`src/rtl/operand_loader.sv`:
```
// Operand front end for the seven-bit adder: synchronises and debounces four pushbuttons and
// sequences nibble loads into operands a and b. Define OPERAND_LOADER_FREE_ORDER_EN for any-order loading.
module operand_loader #(
    parameter int unsigned DEBOUNCE_CYCLES = 16
) (
    input  logic       clk,
    input  logic       rst_n,
    input  logic [3:0] pb,
    input  logic [3:0] sw,
    output logic [6:0] a,
    output logic [6:0] b,
    output logic       ops_valid,
    output logic       err,
    output logic [1:0] expect_idx
);

    localparam logic [15:0] DB_LIMIT = 16'(DEBOUNCE_CYCLES);

    logic [3:0]  pb_s1, pb_s2, sw_s1, sw_s2;
    logic [15:0] cnt [4];
    logic [3:0]  db, db_q, p;
    logic [3:0]  ld;
    logic        err_set;
    logic        ops_valid_next;

    // Two-flop synchronisers on every raw input bit
    always_ff @(posedge clk or negedge rst_n) begin
        if (!rst_n) begin
            pb_s1 <= '0;
            pb_s2 <= '0;
            sw_s1 <= '0;
            sw_s2 <= '0;
        end else begin
            pb_s1 <= pb;
            pb_s2 <= pb_s1;
            sw_s1 <= sw;
            sw_s2 <= sw_s1;
        end
    end

    // A level change is accepted only after DEBOUNCE_CYCLES consecutive differing samples
    always_ff @(posedge clk or negedge rst_n) begin
        if (!rst_n) begin
            for (int i = 0; i < 4; i++) cnt[i] <= '0;
            db   <= '0;
            db_q <= '0;
        end else begin
            db_q <= db;
            for (int i = 0; i < 4; i++) begin
                if (pb_s2[i] != db[i]) begin
                    if (cnt[i] + 16'd1 == DB_LIMIT) begin
                        db[i]  <= pb_s2[i];
                        cnt[i] <= '0;
                    end else begin
                        cnt[i] <= cnt[i] + 16'd1;
                    end
                end else begin
                    cnt[i] <= '0;
                end
            end
        end
    end

    assign p = db & ~db_q;

`ifdef OPERAND_LOADER_FREE_ORDER_EN
    logic [3:0] mask, mask_next, mask_new;

    always_ff @(posedge clk or negedge rst_n) begin
        if (!rst_n) mask <= '0;
        else        mask <= mask_next;
    end

    // A press after completion starts a fresh set containing only that field
    always_comb begin
        mask_new       = ops_valid ? p : (mask | p);
        mask_next      = mask;
        ops_valid_next = ops_valid;
        ld             = p;
        err_set        = 1'b0;
        if (|p) begin
            if (mask_new == 4'hF) begin
                ops_valid_next = 1'b1;
                mask_next      = '0;
            end else begin
                ops_valid_next = 1'b0;
                mask_next      = mask_new;
            end
        end
    end

    always_comb begin
        expect_idx = 2'd0;
        if (!ops_valid) begin
            if (!mask[0])      expect_idx = 2'd0;
            else if (!mask[1]) expect_idx = 2'd1;
            else if (!mask[2]) expect_idx = 2'd2;
            else               expect_idx = 2'd3;
        end
    end
`else
    typedef enum logic [2:0] {WAIT_ALO, WAIT_AHI, WAIT_BLO, WAIT_BHI, READY} state_t;
    state_t     state, state_next;
    logic [3:0] sel;

    always_ff @(posedge clk or negedge rst_n) begin
        if (!rst_n) state <= WAIT_ALO;
        else        state <= state_next;
    end

    always_comb begin
        state_next = state;
        if (p[expect_idx]) begin
            case (state)
                WAIT_ALO: state_next = WAIT_AHI;
                WAIT_AHI: state_next = WAIT_BLO;
                WAIT_BLO: state_next = WAIT_BHI;
                WAIT_BHI: state_next = READY;
                READY:    state_next = WAIT_AHI;
                default:  state_next = WAIT_ALO;
            endcase
        end
    end

    // READY expects button 0, which restarts the sequence at a[3:0]
    always_comb begin
        case (state)
            WAIT_AHI: expect_idx = 2'd1;
            WAIT_BLO: expect_idx = 2'd2;
            WAIT_BHI: expect_idx = 2'd3;
            default:  expect_idx = 2'd0;
        endcase
        sel            = 4'b0001 << expect_idx;
        ld             = p & sel;
        err_set        = |(p & ~sel);
        ops_valid_next = (state_next == READY);
    end
`endif

    always_ff @(posedge clk or negedge rst_n) begin
        if (!rst_n) begin
            a         <= '0;
            b         <= '0;
            ops_valid <= 1'b0;
            err       <= 1'b0;
        end else begin
            if (ld[0]) a[3:0] <= sw_s2;
            if (ld[1]) a[6:4] <= sw_s2[2:0];
            if (ld[2]) b[3:0] <= sw_s2;
            if (ld[3]) b[6:4] <= sw_s2[2:0];
            ops_valid <= ops_valid_next;
            err       <= err_set;
        end
    end

endmodule

```
`config.mk`:
```
export PLATFORM = sky130hd
export DESIGN_NAME = operand_loader
export DESIGN_NICKNAME = d
export VERILOG_FILES = /design/src/rtl/operand_loader.sv
export SDC_FILE = /design/constraint.sdc
export NUM_CORES = 1
export LEC_CHECK = 0
export CORE_ASPECT_RATIO = 1.25
export CORE_UTILIZATION = 40
export DETAILED_ROUTE_END_ITERATION = 10
export PLACE_DENSITY = 0.56
export SLEW_MARGIN = 25
export SYNTH_ARGS = -nofsm -noshare
export SYNTH_HDL_FRONTEND = slang
export SYNTH_SLANG_ARGS = --single-unit
```
`constraint.sdc`:
```
create_clock -name clk -period 6.65 [get_ports clk]
set_input_delay 1.995 -clock clk [delete_from_list [all_inputs] [get_ports clk]]
set_output_delay 1.995 -clock clk [all_outputs]
set_load 0.1 [all_outputs]
```
# --- Yosys cells after proc, flatten, opt, wreduce, memory -nomap -nowiden ---
# Cells that the tools add are included.
totals:
  ff_bits: 107
  out_inout_bits: 18
  word_cells: 64
classes:
  add_sub_neg: 4
  n_lt_le_gt_ge: 1
  eq_ne: 13
  shift: 1
  muxes: 13
  bitwise_logic: 5
  reduce_logical: 7
op_table:
  columns: ["operator", "n"]
  rows:
  - ["2-to-1 mux 16 bit", 8]
  - ["adder 16 x 1 -> 16 bit (second input constant)", 4]
  - ["== test 16 x 5 -> 1 bit (second input constant)", 4]
  - ["bitwise AND 4 bit", 3]
  - ["one-hot mux 3 bit (4 select lines)", 1]
  - ["NOT 4 bit", 2]
  - ["AND reduction 2 bit", 4]
  - ["== test 3 x 2 -> 1 bit (second input constant)", 2]
  - ["== test 3 bit (second input constant)", 2]
  - ["one-hot mux 2 bit (3 select lines)", 1]
  - ["!= test 1 bit", 4]
  - ["OR reduction 4 bit", 1]
  - ["<< shifter 1 x 2 -> 4 bit (first input constant)", 1]
  - ["== test 3 x 1 -> 1 bit (second input constant)", 1]
  - ["logical NOT 3 bit", 1]
  - ["less-than comparator 2 x 3 -> 1 bit (second input constant)", 1]
  - ["2-to-1 mux 3 bit", 1]
  - ["binary-select mux 1 bit (select 2 bit)", 1]
  - ["OR reduction 2 bit", 1]
  - ["2-to-1 mux 1 bit", 1]

# --- Logic depth before layout (Yosys ltp) ---
depth:
  depth_word: 6
  depth_mapped: 8
  ltp_nobuf: 7

# --- Worst setup path before layout ---
# Ideal clock, no wire load.
synth_timing:
  kind: "register -> output"
  start: "reg state[0]"
  end: "out expect_idx[0]"
  arrival_time_ns: 1.959
  setup_slack_ns: 2.696
  stages_incl_launch_ff: 4
  path_buffers: 1
  cell_sequence: "dfrtp_1 > clkbuf_1 > inv_1 > nor2_1"
synth_between:
  elab_chain_cells: 2
  word_cells_on_any_way: 4
  cone_classes: "eq/ne (3); mux (1)"
synth_rtl:
  columns: ["element", "line", "rtl"]
  rows:
  - ["start: declaration", "103", "state_t state, state_next;"]
  - ["start signal: assignment", "108", "else state <= state_next;"]
  - ["== test 3 x 2 -> 1 bit / == test 3 x 1 -> 1 bit (equally long branches)", "127", "case (state)"]
  - ["one-hot mux 2 bit (3 select lines) (*)", "127", null]
  - ["end: declaration", "14", "output logic [1:0] expect_idx"]
# Mark *: on every way between the ends. The rest lies on a longest branch, timed or not.

# --- Worst setup path in the final report ---
# Same ends and word-level chain as after synthesis.

==> flow_summary.json <==
{
  "synth-main-ff-cell": "dfrtp_1",
  "peakVddDrop_mv": 0.140,
  "cap_viol_max_count": 0,
  "drtIter0Drc": 118,
  "grt_overflow_total": 0,
  "fin_skew_ns": 0.00495,
  "cpMaxStageDelayCell": "clkdlybuf4s50_1",
  "path_delay_family": "buffers and inverters",
  "worst_hold_path_type": "reg2reg",
  "fillers": 1153,
  "r2r_end": "cnt[41]$_DFF_PN0_",
  "synth_area_um2": 5130,
  "grt_pass1_wl_um": 16500,
  "timing.rr.start": "cnt[32]$_DFF_PN0_",
  "die_height_um": 129,
  "diodes": 0,
  "grt_pass1_vias": 3595,
  "wire_per_inst_um": 13.5,
  "die_area_um2": 13300,
  "period_minus_slack_ns": 4.31,
  "clockBufferDepth": 2,
  "status": "finished clean",
  "worstSetupPathType": "reg2out",
  "ys_seq_elements": 107,
  "r2r_cells": 7,
  "die_w_um": 103,
  "grt_max_degree": 71,
  "tritoncts.num_buffers": 9,
  "syn-num-nets": 512,
  "worstPathArrival_ns": 2.31,
  "crit_buf_inv": 2,
  "clock_sinks": 107,
  "drcViolationCount": 0,
  "rows": 45,
  "cts_tree": "done",
  "syn_inst": 498,
  "postSynth.asyncResetShare_pct": 100,
  "num_vias": 3567,
  "hpwl_um": 6650,
  "firstDrtPassIters": 4,
  "ctsHoldBuffers": 0,
  "seqCellArea_um2": 2680,
  "ys_types": 59,
  "synth-warning-count": 0,
  "syn_area_per_cell_um2": 10.3,
  "cts-resized-gates": 0,
  "multi_input_area_um2": 2320,
  "crit_path_start_kind": "flop",
  "seq_area_frac_synth_pct": 52.2,
  "synth_edf_count": 0,
  "final_hold_viol_count": 0,
  "clkTransAtPathRegs_ns": 0.07,
  "clkLatencyLatePin_ns": 0.35,
  "power_density_nw_per_um2": 207,
  "fmax_ghz": 0.232,
  "period_share_pct": 64.8,
  "viasPerCell": 5.14,
  "drt-total-wl_um": 9380,
  "grt_use_total_pct": 16.1,
  "timing.hold.ws_ns": 0.353,
  "area_growth_syn_to_layout_pct": 13.4,
  "required_ns": 4.66,
  "antenna_found_initial": 0,
  "core_um2": 12300,
  "leakage_nw": 2.36,
  "hold_path_startpoint": "sw_s1[0]$_DFF_PN0_",
  "detail-route-antenna-nets": 0,
  "end_kind": "primary output",
  "nets": 539,
  "initial_core_util_pct": 41.6,
  "setup_viol": 0,
  "htreeDepth": 3,
  "crit_path_cell_trace": "inv_1 > nor2_1 > clkdlybuf4s50_1",
  "r2r_slack_ns": 3.87,
  "cpPeakStageDelay_ns": 1.17,
  "tns_ns": 0,
  "io_buffers": 27,
  "rsz0062_at_grt": "false",
  "root_buffer": "clkbuf_16",
  "io_pins": 28,
  "place.gp.congestion": 0.829,
  "hold_depth": 0,
  "finalMaxSlewViolations": 0,
  "slew-limit-headroom_pct": 32.8,
  "post_cts_buffers": 0,
  "cp_max_fo": 8,
  "worstMarginPinSlew_ns": 1.00,
  "worst_hold_path.endpoint": "sw_s2[0]$_DFF_PN0_",
  "drive_above_1_share_pct": 9.62
}
logic make-up after synthesis:
group | count (synthesis) | share of synthesized area, %
buffers and inverters | 29 | 2.56
AND/OR/NAND/NOR | 225 | 22.3
AO/OA/AOI/OAI | 49 | 6.61
XOR/XNOR | 61 | 10.4
multiplexers | 23 | 4.97
flip-flops | 107 | 52.2
adder cells (fa/ha/maj) | 4 | 0.975
per-layer routing:
| metal | vias to the layer above | GRT usage (%) | part of all wire [%] |
|---|---|---|---|
| met1 | 1721 | 19.1 | 46 |
| met5 | - | 0 | 0 |
| li1 | 1786 | - | - |
| met2 | 41 | 27.1 | 49 |
| met3 | 19 | 3.10 | 2.2 |
| met4 | 0 | 9.36 | 3.0 |
state kept, by name (all words and copies together) (netlist names):
signal	cells
b	7
sw_s1	4
db_q	4
pb_s2	4
cnt	64
sw_s2	4
db	4
a	7
state	3
err	1
ops_valid	1
pb_s1	4
stage by stage:
| stage | util [%] | instances | setup slack (ns) | instance area [um2] | total power, W |
|---|---|---|---|---|---|
| CTS | 47.2 | 694 | 2.32 | 5820 | 0.00123 |
| global placement | 45.0 | 678 | 2.76 | 5550 | 0.000724 |
| floorplan | - | 498 | 2.70 | 5130 | 0.000701 |
| finish | 47.2 | 694 | 2.34 | 5820 | 0.00120 |
| global route | 47.2 | 694 | 2.21 | 5820 | 0.00126 |
| detailed placement | 45.0 | 678 | 2.71 | 5550 | 0.000726 |
worst register-to-register path, stage by stage, from the launching register on:
cell       delay [ns]
dfrtp_1          0.37
ha_1             0.23
nand2_1          0.11
nor4_1           0.60
nor3b_1          0.26
o2111ai_1        0.18
o21bai_1         0.75
nor2_1           0.12
cell usage after synthesis (6+ instances only):
master / n / share of area, %
dfrtp_1: 107 / 52
nand4_1: 15 / 1.8
xnor2_1: 38 / 6.5
a21oi_1: 10 / 0.98
nor2_1: 85 / 6.2
nand3_1: 22 / 2.1
nor4_1: 14 / 1.7
nand2_1: 33 / 2.4
buf_2: 6 / 0.59
o21ai_0: 11 / 1.1
mux2_2: 16 / 3.5
inv_1: 16 / 1.2
xor2_1: 23 / 3.9
nor3_1: 12 / 1.2
worst max-delay path by stage:
stage / start / end / slack [ns] / cells after the start
2_1_floorplan: state[0]$_DFF_PN0_ / expect_idx[0] / 2.70 / 3
3_3_place_gp: state[0]$_DFF_PN0_ / expect_idx[0] / 2.76 / 3
3_5_place_dp: state[0]$_DFF_PN0_ / expect_idx[0] / 2.71 / 3
4_1_cts: state[0]$_DFF_PN0_ / expect_idx[0] / 2.32 / 3
5_1_grt: state[0]$_DFF_PN0_ / expect_idx[0] / 2.21 / 3
6_report: state[0]$_DFF_PN0_ / expect_idx[0] / 2.34 / 3
layout by cell type, fill, tap and decap left out, types with 3 or more instances in the layout:
cell type,synthesis,final
dfrtp_1,107,107
nor2_1,85,85
xnor2_1,38,38
nand2_1,33,33
clkdlybuf4s50_1,0,26
xor2_1,23,23
nand3_1,22,22
inv_1,16,16
mux2_2,16,16
nand4_1,15,15
nor4_1,14,14
nor3_1,12,12
o21ai_0,11,11
a21oi_1,10,10
clkbuf_16,0,9
or3_1,5,5
o31ai_1,5,5
and2_1,4,4
and3_1,4,4
nand2b_1,4,4
mux2_1,4,4
ha_1,4,4
or4_1,3,3
mux2i_1,3,3
or2_2,3,3
a211oi_1,3,3
clkbuf_1,5,3
buf_4,0,3
power by group:
part	internal [W]	switching, W
sequential	0.000661	0.0000105
clock	0.000258	0.000234
combinational	0.0000133	0.0000262
cell type report:
cell class,count,area share [%]
tap,164,3.53
sequential,107,46.0
timing repair buffer,29,4.86
clock buffer,12,4.06
inverter,16,1.03
multi-input combinational,362,39.9
clock inverter,4,0.602
No activity file was read; power rests on OpenSTA's default activity.
